`src/rtl/i2c_pkg.sv`:
```
// i2c_pkg: shared definitions for the I2C register sequencers
// (state encodings, default device address, stage timeout constant).
package i2c_pkg;

   typedef enum logic [2:0] {
      S_IDLE      = 3'd0,
      S_WAIT_BUS  = 3'd1,
      S_CMD       = 3'd2,
      S_REG_ADDR  = 3'd3,
      S_DATA      = 3'd4,
      S_WAIT_FREE = 3'd5,
      S_BACKOFF   = 3'd6
   } state_t;

   // VL53L0X time-of-flight sensor default 7-bit address
   localparam logic [6:0] VL53L0X_ADDR = 7'h29;

   // 1 ms expressed in 27 MHz clock cycles
   localparam int TIMEOUT_1MS_27MHZ = 27000;

endpackage

```
`src/rtl/i2c_stage_timer.sv`:
```
// i2c_stage_timer: loadable down-counter used as a per-stage watchdog.
// reload has priority; the count sticks at zero and expired flags it.
module i2c_stage_timer #(
   parameter int WIDTH = 16
) (
   input  logic             clk,
   input  logic             reset,
   input  logic             reload,
   input  logic [WIDTH-1:0] reload_value,
   input  logic             enable,
   output logic             expired
);

   logic [WIDTH-1:0] count;

   // count down while enabled, restart on reload
   always_ff @(posedge clk) begin
      if (reset) begin
         count <= '0;
      end else if (reload) begin
         count <= reload_value;
      end else if (enable && (count != '0)) begin
         count <= count - 1'b1;
      end
   end

   assign expired = (count == '0);

endmodule

```
`src/rtl/i2c_write_reg_burst.sv`:
```
// i2c_write_reg_burst: preload up to BUF_DEPTH payload bytes, then on start
// issue one write_multiple command (start + stop) and stream reg_address
// followed by the payload to the I2C master.
// Build option: I2C_WRITE_RETRY_EN adds NACK retries through S_BACKOFF.
//
// Handshakes (cmd and data_out): a transfer happens on a rising clk edge
// where valid and ready are both high; valid and its payload stay stable
// until that edge, and valid may stay high across consecutive transfers.
module i2c_write_reg_burst
   import i2c_pkg::*;
#(
   parameter int BUF_DEPTH      = 16,
   parameter int TIMEOUT_CYCLES = TIMEOUT_1MS_27MHZ,
   parameter int MAX_RETRIES    = 3
) (
   input  logic       clk,
   input  logic       reset,
   input  logic [6:0] dev_address,
   input  logic [7:0] reg_address,
   input  logic [4:0] byte_count,
   input  logic       start,
   input  logic       load_en,
   input  logic [7:0] load_data,
   input  logic       load_clear,
   output logic [4:0] load_level,
   output logic       load_overflow,
   output logic [6:0] i2c_dev_address,
   output logic       i2c_cmd_start,
   output logic       i2c_cmd_write_multiple,
   output logic       i2c_cmd_stop,
   output logic       i2c_cmd_valid,
   input  logic       i2c_cmd_ready,
   output logic [7:0] i2c_data_out,
   output logic       i2c_data_out_valid,
   output logic       i2c_data_out_last,
   input  logic       i2c_data_out_ready,
   input  logic       i2c_bus_busy,
   input  logic       i2c_bus_active,
   input  logic       i2c_bus_control,
   input  logic       i2c_missed_ack,
   input  logic       i2c_relinquish,
   output logic       i2c_control,
   output logic       busy,
   output logic       done,
   output logic       message_failure,
   output logic [2:0] state_out
);

   localparam int         AW      = $clog2(BUF_DEPTH);
   localparam int         TW      = $clog2(TIMEOUT_CYCLES + 1);
   localparam logic [4:0] DEPTH_L = 5'(BUF_DEPTH);

   state_t     state, state_next;
   logic [7:0] buf_mem [BUF_DEPTH];
   logic [4:0] ptr, idx, count_q;
   logic [6:0] dev_q;
   logic [7:0] reg_q;
   logic       accept, fail, success, retry, data_fire;
   logic       reject, retry_ok, timer_expired, load_write;

   assign reject     = (byte_count > ptr) || (byte_count > DEPTH_L);
   assign load_write = (state == S_IDLE) && !load_clear && load_en && (ptr != DEPTH_L);

   // watchdog restarts on every state change and runs outside S_IDLE
   i2c_stage_timer #(.WIDTH(TW)) u_timer (
      .clk          (clk),
      .reset        (reset),
      .reload       (state_next != state),
      .reload_value (TW'(TIMEOUT_CYCLES)),
      .enable       (state != S_IDLE),
      .expired      (timer_expired)
   );

`ifdef I2C_WRITE_RETRY_EN
   localparam int RW = $clog2(MAX_RETRIES + 1);
   logic [RW-1:0] retry_cnt;

   // NACK retry count, cleared by each accepted start
   always_ff @(posedge clk) begin
      if (reset) begin
         retry_cnt <= '0;
      end else if (accept) begin
         retry_cnt <= '0;
      end else if (retry) begin
         retry_cnt <= retry_cnt + 1'b1;
      end
   end

   assign retry_ok = (retry_cnt < RW'(MAX_RETRIES));
`else
   // without the retry build every NACK is final
   assign retry_ok = (MAX_RETRIES < 0);
`endif

   // state register
   always_ff @(posedge clk) begin
      if (reset) begin
         state <= S_IDLE;
      end else begin
         state <= state_next;
      end
   end

   // next state: relinquish, then NACK, then timeout, then normal progress
   always_comb begin
      state_next = state;
      accept     = 1'b0;
      fail       = 1'b0;
      success    = 1'b0;
      retry      = 1'b0;
      data_fire  = 1'b0;
      if (i2c_relinquish) begin
         state_next = S_IDLE;
      end else if (state == S_IDLE) begin
         if (start) begin
            if (reject) begin
               fail = 1'b1;
            end else begin
               accept     = 1'b1;
               state_next = S_WAIT_BUS;
            end
         end
      end else if (i2c_missed_ack && (state != S_BACKOFF)) begin
         // a NACK already counted is not re-counted while backing off
         if (retry_ok) begin
            retry      = 1'b1;
            state_next = S_BACKOFF;
         end else begin
            fail       = 1'b1;
            state_next = S_IDLE;
         end
      end else if (timer_expired) begin
         if (state == S_BACKOFF) begin
            state_next = S_WAIT_BUS;
         end else begin
            fail       = 1'b1;
            state_next = S_IDLE;
         end
      end else begin
         case (state)
            S_WAIT_BUS:  if (!i2c_bus_busy && !i2c_bus_active) state_next = S_CMD;
            S_CMD:       if (i2c_cmd_ready) state_next = S_REG_ADDR;
            S_REG_ADDR:  if (i2c_data_out_ready) state_next = (count_q == 5'd0) ? S_WAIT_FREE : S_DATA;
            S_DATA: begin
               if (i2c_data_out_ready) begin
                  data_fire = 1'b1;
                  if (i2c_data_out_last) state_next = S_WAIT_FREE;
               end
            end
            S_WAIT_FREE: begin
               if (!i2c_bus_busy && !i2c_bus_control) begin
                  success    = 1'b1;
                  state_next = S_IDLE;
               end
            end
            S_BACKOFF:   state_next = S_BACKOFF;
            default:     state_next = S_IDLE;
         endcase
      end
   end

   // outputs decoded from the current state only
   always_comb begin
      i2c_control        = 1'b0;
      i2c_cmd_valid      = 1'b0;
      i2c_dev_address    = 7'd0;
      i2c_data_out_valid = 1'b0;
      i2c_data_out_last  = 1'b0;
      i2c_data_out       = 8'd0;
      case (state)
         S_WAIT_BUS, S_WAIT_FREE, S_BACKOFF: begin
            i2c_control = 1'b1;
         end
         S_CMD: begin
            i2c_control     = 1'b1;
            i2c_cmd_valid   = 1'b1;
            i2c_dev_address = dev_q;
         end
         S_REG_ADDR: begin
            i2c_control        = 1'b1;
            i2c_data_out_valid = 1'b1;
            i2c_data_out       = reg_q;
            i2c_data_out_last  = (count_q == 5'd0);
         end
         S_DATA: begin
            i2c_control        = 1'b1;
            i2c_data_out_valid = 1'b1;
            i2c_data_out       = buf_mem[idx[AW-1:0]];
            i2c_data_out_last  = (idx == (count_q - 5'd1));
         end
         default: ;
      endcase
   end

   assign i2c_cmd_start          = i2c_cmd_valid;
   assign i2c_cmd_write_multiple = i2c_cmd_valid;
   assign i2c_cmd_stop           = i2c_cmd_valid;
   assign busy                   = (state != S_IDLE);
   assign state_out              = state;
   assign load_level             = ptr;

   // transaction latches, payload index and result pulses
   always_ff @(posedge clk) begin
      if (reset) begin
         dev_q           <= 7'd0;
         reg_q           <= 8'd0;
         count_q         <= 5'd0;
         idx             <= 5'd0;
         done            <= 1'b0;
         message_failure <= 1'b0;
      end else begin
         done            <= success;
         message_failure <= fail;
         if (accept) begin
            dev_q   <= dev_address;
            reg_q   <= reg_address;
            count_q <= byte_count;
            idx     <= 5'd0;
         end else if (retry) begin
            idx <= 5'd0;
         end else if (data_fire) begin
            idx <= idx + 5'd1;
         end
      end
   end

   // buffer write pointer and sticky overflow, only changed while idle
   always_ff @(posedge clk) begin
      if (reset) begin
         ptr           <= 5'd0;
         load_overflow <= 1'b0;
      end else if (state == S_IDLE) begin
         if (load_clear) begin
            ptr           <= 5'd0;
            load_overflow <= 1'b0;
         end else if (load_en) begin
            if (ptr == DEPTH_L) begin
               load_overflow <= 1'b1;
            end else begin
               ptr <= ptr + 5'd1;
            end
         end
      end
   end

   // payload storage; kept across transactions so a write can be repeated
   always_ff @(posedge clk) begin
      if (load_write) begin
         buf_mem[ptr[AW-1:0]] <= load_data;
      end
   end

endmodule
```
`config.mk`:
```
export PLATFORM = sky130hd
export DESIGN_NAME = i2c_write_reg_burst
export DESIGN_NICKNAME = d
export VERILOG_FILES = /design/src/rtl/i2c_pkg.sv /design/src/rtl/i2c_stage_timer.sv /design/src/rtl/i2c_write_reg_burst.sv
export SDC_FILE = /design/constraint.sdc
export NUM_CORES = 1
export LEC_CHECK = 0
export CAP_MARGIN = 40
export CORE_ASPECT_RATIO = 0.75
export CORE_UTILIZATION = 30
export DETAILED_ROUTE_END_ITERATION = 8
export DONT_BUFFER_PORTS = 1
export HOLD_SLACK_MARGIN = 0.06
export MAX_ROUTING_LAYER = met4
export PLACE_DENSITY = 0.42
export SYNTH_ARGS = -nofsm -noshare
export SYNTH_HDL_FRONTEND = slang
export SYNTH_SLANG_ARGS = --single-unit
```
`constraint.sdc`:
```
create_clock -name clk -period 6.5 [get_ports clk]
set_input_delay 1.3 -clock clk [delete_from_list [all_inputs] [get_ports clk]]
set_output_delay 1.3 -clock clk [all_outputs]
set_load 0.05 [all_outputs]
```
* Yosys cells after proc, flatten, opt, wreduce, memory -nomap -nowiden
Memory sizes are Yosys's and may differ from the RTL's. A register that Yosys moved wholly into a read port is not among the register bits.
Index checks and enable logic that the tools add are counted.
** Storage, ports and cells
- Flip-flop bits (word level) :: 51
- Latch bits :: 0
- Memory bits (writable) :: 128
- Bits in read-only memories :: 0
- Bits of input ports :: 40
- Word-level logic and storage cells :: 109
- Memories :: 1
** Memory list
- buf_mem :: words 16, bits a word 8, read ports 1, clocked after memory_dff 1, wr ports 1, RTL line i2c_write_reg_burst.sv:54 : logic [7:0] buf_mem [BUF_DEPTH];
** Cells by class
- Add/subtract/negate cells :: 4
- $mul :: 0
- Divide/modulo/power cells :: 0
- Magnitude comparators :: 2
- Equal/unequal tests :: 12
- Shift operators :: 0
- Mux-type cells :: 50
- Bitwise logic cells :: 1
- Reduce and logical (&&, ||, !) cells :: 28
** Operators with widths (number)
- 3-bit 2-to-1 mux :: 12
- 15-bit 2-to-1 mux :: 2
- 1-bit 2-to-1 mux :: 27
- 3-bit one-hot mux with 6 select lines :: 1
- 8-bit one-hot mux with 2 select lines :: 1
- 15-bit zero test :: 1
- 5-bit 2-to-1 mux :: 3
- 15-bit nonzero test :: 1
- 15-bit by 1-bit subtractor with 15-bit output (second input constant) :: 1
- 6-bit OR reduction :: 2
- 5-bit by 1-bit adder with 5-bit output (second input constant) :: 2
- 3-bit == test (second input constant) :: 3
- 4-bit 2-to-1 mux :: 2
- 2-bit OR reduction :: 4
- 1-bit logical AND :: 7
- 7-bit 2-to-1 mux :: 1
- 3-bit by 2-bit == test with 1-bit output (second input constant) :: 2
- 3-bit AND reduction :: 2
- 2-bit nonzero test :: 3
- 5-bit == test :: 1
- 5-bit == test (second input constant) :: 1
- 5-bit > comparator :: 1
- 5-bit > comparator (second input constant) :: 1
- 5-bit zero test :: 1
- 12 further kinds :: 15

* Depth between registers and ports, before layout
Gate-level depths: netlist (run 1).
- Depth after elaboration :: 12
- Gate-level depth with buffers :: 10

* Modules after synthesis
Synthesis (run 1) repeated with hierarchy kept, for this count alone.
** Unflattened totals
- Cells, all modules :: 552
- Area total of the unflattened synthesis :: 8061.5 µm²
** Modules (own cells, without submodules)
- i2c_write_reg_burst :: instances 1, cells each 446, area an instance 7203.2 µm², seq. area each 4644.5 µm²
- i2c_stage_timer :: instances 1, cells each 106, area an instance 858.3 µm², seq. area each 300.3 µm²

* Worst setup path after synthesis (run 1)
OpenSTA, ideal clock, no wires.
- Path kind :: reg-to-output
- Start point :: register state[2] (netlist: state_out[2])
- End point :: output i2c_data_out_last
- Arrival time :: 2.311 ns
- Required time :: 5.200 ns
- Slack :: 2.889 ns
- Stages on the path, launching flop included :: 6
- Cell sequence :: dfxtp_1 buf_2 clkbuf_1 clkbuf_1 nand2_1 o22ai_1
** On the way
- Word-level cells in the longest chain between the ends :: 2
- Elaborated cells between the ends (all ways) :: 3
- Classes of those cells :: eq/ne: 2; mux: 1
** Ends and longest elaborated chain
- start, declared :: RTL line i2c_write_reg_burst.sv:53 : state_t state, state_next;
- start signal, assigned :: RTL line i2c_write_reg_burst.sv:100 : state <= state_next;
- 3-bit == test / 3-bit by 2-bit == test with 1-bit output (equally long branches) :: RTL line i2c_write_reg_burst.sv:170 : case (state)
- 1-bit one-hot mux with 2 select lines * :: RTL line i2c_write_reg_burst.sv:170
- end, declared :: RTL line i2c_write_reg_burst.sv:35 : output logic i2c_data_out_last,
Every way passes the cells marked *; elsewhere a longest branch is shown, timed or not.

==> results of run 1 <==
## critical path: stages, from the launching register on
cell and delay, ns:
dfxtp_2 0.75, buf_4 0.46, mux4_2 0.56, mux4_2 0.50, a32o_1 0.46
## layer usage
metal / share of wire, % / vias to the layer above / routed length (um)
li1: - / 2071 / -
met5: 0 / - / 0
met3: 6.1 / 15 / 1200
met2: 45 / 130 / 8800
met4: 1.3 / 0 / 256
met1: 48 / 2322 / 9350
## logic make-up after synthesis
| family | count (synthesis) |
|---|---|
| mux | 62 |
| buf+inv | 43 |
| xor+xnor | 24 |
| fa+ha+maj | 12 |
| flops | 183 |
| simple gates | 151 |
| compound gates | 56 |
## registers in the layout (all words and copies together), names as in the netlist, named ones only
name and count:
message_failure 1, count_q 5, state_out 3, idx 5, buf_mem 128, u_timer.count 15
load_overflow 1, dev_q 7, reg_q 8, load_level 5, done 1
## area by class of cell
cell class                 instances  area share [%]
clock buffer                      20            4.89
clock inverter                    12            1.60
inverter                          15           0.631
multi-input combinational        305            31.4
sequential                       183            55.4
tap                              344            4.82
timing repair buffer              12            1.21
## where the power goes
part           leakage (nW)  switching [mW]  internal [mW]  total, mW
logic                 0.872          0.0712         0.0464      0.118
registers              1.60          0.0129           1.26       1.27
clock network         0.268           0.451          0.572       1.02
total                  2.74           0.535           1.88       2.41
## metrics by stage
stage | total power, mW | hold WS [ns] | util [%]
after floorplan | 1.39 | 0.452 | -
after global placement | 1.41 | 0.467 | 32.1
after detailed placement | 1.41 | 0.480 | 32.1
after CTS | 2.43 | 0.498 | 34.4
after global routing | 2.49 | 0.524 | 34.4
final | 2.41 | 0.495 | 34.4
## synthesized netlist by cell type, drive strengths merged, types with 12 or more instances
cell type	instances
edfxtp	128
dfxtp	55
nor2	41
mux4	40
nor3	28
and2	24
mux2i	22
buf	16
inv	15
clkbuf	12
ha	12
xnor2	12
xor2	12
## path summary, 6_finish.rpt
kind	to	slack (ns)	cells past startpoint
setup / recovery	i2c_data_out[7]	2.03	4
hold / removal	dev_q[0]	0.50	2
setup reg to reg	buf_mem[1][4]	3.20	6
hold reg to reg	dev_q[0]	0.50	2
==> flow_summary_export.csv, run 1 <==
group,metric,value,unit
final_layout,diodes,0,
setup_path,cp-start-kind,"register",
grt,met2_usage,22.2,%
placed_design,globalplace.congestion,0.739,
floorplanning,io_pins,74,
final_layout,final_common_cell,"edfxtp_1",
grt,grt_pass1_vias,4480,
floorplanning,initial_core_util,30.5,%
sta,fin_crit,4.47,ns
synth,synth_top_area_share,48.5,%
synth,synth-simple-area-share,10.6,%
synth,synthDistinctLibCells,66,
hold_path,hold_path_class,"reg -> reg",
sta,worst_slew_pin_slew,0.898,ns
clocking,cts_root_buf,"clkbuf_16",
grt,grt_use_met3,4.25,%
clocking,cts_tree,"built",
clocking,postCtsSetupBuffers,0,
grt,grt_max_degree,44,
synth,synth_nets,583,
power_and_ir_drop,p_leak,2.74,nW
routing,drc,0,
synth,synth_mux_area_share,14.1,%
placed_design,place_inst,859,
synth,ys_seq_area_share,62.4,%
synth,synthArstFlopShare,0,%
power_and_ir_drop,cellPowerDensity,270,nW/um^2
clocking,cts_buffers,17,
synth,syn-mean-instance-area,14.9,um^2
synth,synth_xor_area_share,2.65,%
clocking,cts_sinks,183,
sta,rsz0062_at_grt,"false",
sta,max_freq,0.224,GHz
final_layout,final_cell_count_no_fill,891,
final_layout,fill_cells,2506,
floorplanning,dieArea,27100,um^2
final_layout,multi_input_area,2800,um^2
synth,syn_inst,531,
sta,post-route-period-util,68.8,%
grt,grt_use_total,15.5,%
floorplanning,coreArea,26000,um^2
sta,setup_viol,0,
final_layout,drive_gt1_share,17.7,%
setup_path,arrival,3.17,ns
routing,viasPerCell,5.09,
routing,wire_per_inst,22.0,um
setup_path,worst-setup-path-type,"reg -> out",
synth,synth_top_family_by_area,"multiplexers",
clocking,insertion_delay,0.43,ns
sta,finalHoldViolations,0,
synth,ys.warnings.count,0,
clocking,htree_num_levels,4,
floorplanning,die_x,190,um
floorplanning,num_rows,51,
final_layout,ff_latch_area,4950,um^2
setup_path,worst_setup_path_end_kind,"output pin",
clocking,ctsResizeCount,0,
placed_design,place_worst_setup_slack,2.40,ns
clocking,cts_hold_buf,0,
clocking,cts_buffer_depth,2,
sta,tns,0,ns
grt,grt-busiest-layer,"met2",
setup_path,r2r-start,"state_out[2]",
grt,grt_antenna_before_repair,0,
grt,grt_pass1_wl,29.0,mm
sta,slew_headroom,39.9,%
placed_design,port_buffers,0,
sta,clock_skew,0.00867,ns
placed_design,hpwl,13.2,mm
grt,grtUsageMet1,21.4,%
power_and_ir_drop,ir_drop,180,uV
routing,wirelength,19.6,mm
setup_path,cp_max_fo,17,
final_layout,fin_area,8920,um^2
final_layout,syn_to_final_growth,12.6,%
final_layout,final_nets,586,
outcome,outcome,"finished clean",
synth,synth_area_leader_cell,"edfxtp_1",
setup_path,crit_required,5.20,ns
hold_path,hp-start,"dev_q[0]",
run,cap_violations,0,
grt,overflow,0,
synth,ys_ff_latch,183,
synth,syn_area,7930,um^2
routing,dr.first_iter.drc_count,344,
synth,synth-compound-area-share,5.94,%
synth,synthTopCellsByArea,"edfxtp_1 48%, dfxtp_1 14%, mux4_2 11%, mux2i_1 2.8%, and2_1 1.9%",
routing,ant_nets,0,
synth,synthFlopType,"edfxtp_1",
floorplanning,die_y,143,um
sta,postLayoutSetupSlackWorst,2.03,ns
synth,synth_edf_count,128,
sta,slew_viol_final,0,
final_layout,final_cell_mix,"128 x edfxtp_1, 54 x dfxtp_1, 40 x mux4_2, 40 x nor2_1, 26 x nor3_1",
routing,vias,4538,
synth,yosys.area_share.adder,1.89,%
routing,firstDrtPassIters,4,
clocking,cts.clk_slew.worst_paths,0.07,ns
placed_design,placed_area,8340,um^2
No activity file was read; power rests on OpenSTA's default activity.
==> run 2, diff against run 1 <==
==> constraint.sdc (replaced) <==
create_clock -name clk -period 4.5 [get_ports clk]
set_input_delay 0.9 -clock clk [delete_from_list [all_inputs] [get_ports clk]]
set_output_delay 0.9 -clock clk [all_outputs]
set_load 0.05 [all_outputs]
==> run 2 against run 1 <==
  * Sequential power is 45% higher
  * Non-clock buffer count is 2 higher
  * Final cell count is 0.22% higher
  * Hold slack worse by 0.0076 ns
  * Flip-flop and latch count stayed put
  * Highest routed layer unchanged
  * Wire length is 2.5% higher
  * Clock power is 41% higher
==> flow_summary_export.csv, run 2 (same netlist as run 1, synthesis figures left out) <==
group,metric,value,unit
outcome,outcome,"finished clean",
clocking,cts.clk_slew.worst_paths,0.07,ns
grt,grt_antenna_before_repair,0,
setup_path,r2r_setup_slack,1.36,ns
routing,dr.first_iter.drc_count,329,
floorplanning,num_rows,51,
clocking,cts_buffers,17,
final_layout,final_cell_mix,"128 x edfxtp_1, 54 x dfxtp_1, 40 x mux4_2, 40 x nor2_1, 26 x nor3_1",
clocking,cts_sinks,183,
power_and_ir_drop,cellPowerDensity,386,nW/um^2
final_layout,post-route-util,34.4,%
setup_path,r2r_cells,6,
setup_path,cp-start-kind,"register",
routing,ant_nets,0,
floorplanning,initial_core_util,30.5,%
sta,fin_crit,3.64,ns
final_layout,final_nets,588,
setup_path,r2r-start,"load_level[1]",
hold_path,hold_path_class,"reg -> reg",
sta,worst_slew_pin_slew,0.832,ns
routing,drc,0,
clocking,cts_root_buf,"clkbuf_16",
clocking,postCtsSetupBuffers,0,
routing,firstDrtPassIters,4,
sta,post-route-period-util,80.8,%
final_layout,diodes,0,
power_and_ir_drop,ir_drop,244,uV
grt,grt_use_total,15.8,%
sta,clock_skew,0.00762,ns
sta,finalHoldViolations,0,
power_and_ir_drop,p_leak,2.75,nW
placed_design,globalplace.congestion,0.760,
hold_path,hold_depth,2,
placed_design,hpwl,13.8,mm
floorplanning,dieArea,27100,um^2
sta,slew_viol_final,0,
hold_path,hold_end,"dev_q[0]",
sta,max_freq,0.275,GHz
floorplanning,coreArea,26000,um^2
sta,slew_headroom,44.3,%
clocking,htree_num_levels,4,
grt,grt_pass1_wl,29.6,mm
final_layout,drive_gt1_share,17.9,%
floorplanning,die_x,190,um
routing,wire_per_inst,22.5,um
setup_path,worstReg2RegEnd,"buf_mem[4][0]",
grt,grt_pass1_vias,4511,
clocking,insertion_delay,0.43,ns
floorplanning,die_y,143,um
final_layout,final_common_cell,"edfxtp_1",
setup_path,arrival,2.74,ns
clocking,cts_tree,"built",
sta,setup_viol,0,
run,cap_violations,0,
routing,wirelength,20.1,mm
routing,viasPerCell,5.06,
setup_path,cp_max_fo,27,
final_layout,largest_reg_flops,128,
setup_path,worst-setup-path-type,"reg -> out",
grt,overflow,0,
final_layout,syn_to_final_growth,12.7,%
clocking,cts_buffer_depth,2,
grt,grt_max_degree,44,
placed_design,port_buffers,0,
setup_path,crit_required,3.60,ns
sta,tns,0,ns
routing,vias,4521,
clocking,cts_hold_buf,0,
floorplanning,io_pins,74,
final_layout,final_cell_count_no_fill,893,
sta,rsz0062_at_grt,"false",
clocking,ctsResizeCount,0,
setup_path,worst_setup_path_end_kind,"output pin",
placed_design,place_inst,861,
hold_path,hp-start,"dev_q[0]",
==> run 2: worst max-delay path: stages, from the launching register on <==
cell	delay (ns)
dfxtp_2	0.45
buf_12	0.28
mux4_2	0.54
mux4_2	0.55
a32o_1	0.47
==> run 2: layout make-up <==
cell class / count / area, um^2
Fill cell: 2491 / 17000
Sequential cell: 183 / 4950
Multi-Input combinational cell: 305 / 2800
Clock buffer: 21 / 460
Tap cell: 344 / 430
Timing Repair Buffer: 14 / 135
Clock inverter: 11 / 100
Inverter: 15 / 56.3
==> run 2: report_power, final <==
part / switching [mW] / total [mW] / leakage (nW) / internal, mW
registers: 0.0198 / 1.84 / 1.60 / 1.82
logic: 0.101 / 0.168 / 0.884 / 0.0675
clock network: 0.649 / 1.44 / 0.266 / 0.794
==> run 2: how the worst max path moves through the flow <==
stage	start	end	slack, ns
2_1_floorplan	state_out[2]	i2c_data_out_last	1.29
3_3_place_gp	register	i2c_data_out[0]	1.29
3_5_place_dp	register	i2c_data_out[0]	1.27
4_1_cts	register	i2c_data_out[0]	0.80
5_1_grt	register	i2c_data_out[0]	0.75
6_report	register	i2c_data_out[0]	0.86
==> run 2: routing by layer <==
metal | wire (um) | global-route usage (%)
met1 | 10200 | 22.5
met2 | 8500 | 21.5
met3 | 1250 | 5.06
met4 | 164 | 3.90
met5 | 0 | -
==> run 2: through the flow <==
step	hold slack, ns	power (mW)	area [um^2]	setup WS (ns)
2_1_floorplan	0.452	2.01	7930	1.29
3_3_place_gp	0.465	2.04	8360	1.29
3_5_place_dp	0.477	2.04	8370	1.27
4_1_cts	0.495	3.49	8930	0.803
5_1_grt	0.509	3.57	8930	0.747
6_report	0.487	3.45	8930	0.863
==> run 3, diff against run 2 <==
--- a/config.mk
+++ b/config.mk
@@ -12,7 +12,7 @@
 export DONT_BUFFER_PORTS = 1
 export HOLD_SLACK_MARGIN = 0.06
 export MAX_ROUTING_LAYER = met4
-export PLACE_DENSITY = 0.42
+export PLACE_DENSITY = 0.43
 export SYNTH_ARGS = -nofsm -noshare
 export SYNTH_HDL_FRONTEND = slang
 export SYNTH_SLANG_ARGS = --single-unit
==> constraint.sdc (replaced) <==
create_clock -name clk -period 3.13 [get_ports clk]
set_input_delay 0.626 -clock clk [delete_from_list [all_inputs] [get_ports clk]]
set_output_delay 0.626 -clock clk [all_outputs]
set_load 0.05 [all_outputs]
==> run 3 against run 2 <==
  * Non-clock buffer count up 40
  * Flip-flop and latch count unchanged
  * Critical path depth up 1
  * First-iteration DRC count up 48%
  * Global-route usage up 0.12 points
  * Via count up 3.6%
  * Power up 42%
  * Design area up 5.5%
  * Die area unchanged
  * Sequential power up 43%
  * Sequential share of layout area down 2.9 points
  * Critical path type unchanged
==> flow_summary_export.csv, run 3 (same netlist as run 1, synthesis figures left out) <==
group,metric,value,unit
clocking,htree_num_levels,4,
setup_path,cpPeakStageDelay,0.53,ns
clocking,cts_root_buf,"clkbuf_16",
final_layout,final_common_cell,"edfxtp_1",
power_and_ir_drop,p_leak,3.07,nW
clocking,cts_tree,"built",
floorplanning,initial_core_util,30.5,%
placed_design,place_worst_setup_slack,0.324,ns
floorplanning,num_rows,51,
grt,grt_antenna_before_repair,0,
grt,grt_max_degree,44,
floorplanning,io_pins,74,
final_layout,final_nets,628,
sta,worst_slew_pin_slew,0.612,ns
grt,grt_pass1_wl,30.0,mm
grt,overflow,0,
floorplanning,die_y,143,um
final_layout,final_cell_mix,"128 x edfxtp_1, 54 x dfxtp_1, 40 x mux4_2, 40 x nor2_1, 37 x buf_4",
floorplanning,coreArea,26000,um^2
clocking,cts_buffer_depth,2,
sta,slew_headroom,58.6,%
routing,drc,0,
final_layout,diodes,0,
routing,dr.first_iter.drc_count,486,
floorplanning,dieArea,27100,um^2
sta,post-route-period-util,99.9,%
setup_path,crit_slowest_cell,"mux4_2",
sta,max_freq,0.320,GHz
setup_path,cpLargestDelayFamily,"multiplexers",
placed_design,globalplace.congestion,0.781,
clocking,insertion_delay,0.43,ns
setup_path,worst-setup-path-type,"reg -> out",
routing,viasPerCell,5.02,
power_and_ir_drop,cellPowerDensity,521,nW/um^2
run,cap_violations,0,
floorplanning,die_x,190,um
sta,setup_viol,0,
clocking,cts_buffers,17,
setup_path,worst_setup_path_end_kind,"output pin",
routing,wire_per_inst,21.3,um
setup_path,path_cells,"buf_12, mux4_2, mux4_2, a32o_2, buf_12",
final_layout,largest_reg_flops,128,
sta,finalHoldViolations,0,
sta,clock_skew,0.0113,ns
clocking,cts.clk_slew.worst_paths,0.07,ns
sta,tns,0,ns
final_layout,fin_area,9430,um^2
final_layout,drive_gt1_share,25.1,%
routing,vias,4684,
placed_design,placed_area,8790,um^2
hold_path,hold_path_class,"in -> reg",
sta,slew_viol_final,0,
setup_path,arrival,2.50,ns
sta,fin_crit,3.13,ns
clocking,cts_sinks,183,
setup_path,cp_max_fo,12,
routing,firstDrtPassIters,5,
placed_design,hpwl,13.3,mm
placed_design,port_buffers,0,
final_layout,syn_to_final_growth,18.9,%
routing,ant_nets,0,
setup_path,crit_required,2.50,ns
power_and_ir_drop,ir_drop,366,uV
routing,wirelength,19.9,mm
setup_path,path_buf_inv,2,
outcome,outcome,"finished clean",
sta,postLayoutSetupSlackWorst,0.00278,ns
grt,grt_pass1_vias,4696,
sta,rsz0062_at_grt,"true",
setup_path,cp-start-kind,"register",
grt,grt_use_total,15.9,%
run 3: cell types whose count changed in the layout (fill, tap and decap cells not counted), sizes merged:
cell / change
buf: +39
clkinvlp: -3
inv: +3
clkinv: +2
bufinv: -1
run 3: layout make-up:
cell class                 count  area (um^2)
sequential                   183         4950
inverter                      15         56.3
fill                        2431        16500
clock buffer                  20          447
clock inverter                12         92.6
timing repair buffer          54          638
multi-input combinational    305         2810
tap                          344          430
run 3: path summary, 6_finish.rpt:
| kind | slack [ns] | start | endpoint | cells past startpoint |
|---|---|---|---|---|
| setup / recovery | 0.003 | register | i2c_data_out[5] | 5 |
| hold / removal | 0.27 | reset | u_timer.count[6] | 1 |
| hold reg to reg | 0.49 | dev_q[2] | dev_q[2] | 2 |
| setup reg to reg | 0.37 | count_q[0] | u_timer.count[12] | 8 |
run 3: layer usage:
metal | global-route usage [%] | vias to the layer above | wire length, um
met3 | 4.20 | 17 | 1250
met4 | 5.31 | 0 | 326
met2 | 22.0 | 151 | 8570
met5 | - | - | 0
li1 | - | 2159 | -
met1 | 22.5 | 2357 | 9750
run 3: repair_timing:
action / in CTS / in global routing
gates resized for setup: 12 / 1
buffers inserted: 0 / 1
hold buffers: 0 / 0
gates cloned: 1 / 1
setup endpoints to repair: 7 / 8
run 3: where the power goes:
| group | switching [mW] | total (mW) | internal, mW |
|---|---|---|---|
| Clock | 0.949 | 2.00 | 1.05 |
| Sequential | 0.0264 | 2.64 | 2.61 |
| Combinational | 0.154 | 0.266 | 0.113 |
| Total | 1.13 | 4.91 | 3.78 |
run 3: stage by stage:
| step | power [mW] | hold WS (ns) | cells | utilization (%) |
|---|---|---|---|---|
| after global placement | 2.95 | 0.464 | 898 | 33.8 |
| final | 4.91 | 0.272 | 933 | 36.3 |
| after global routing | 5.08 | 0.244 | 933 | 36.3 |
| after floorplan | 2.89 | 0.452 | 531 | - |
| after detailed placement | 2.96 | 0.477 | 898 | 33.8 |
| after CTS | 4.95 | 0.246 | 931 | 36.1 |
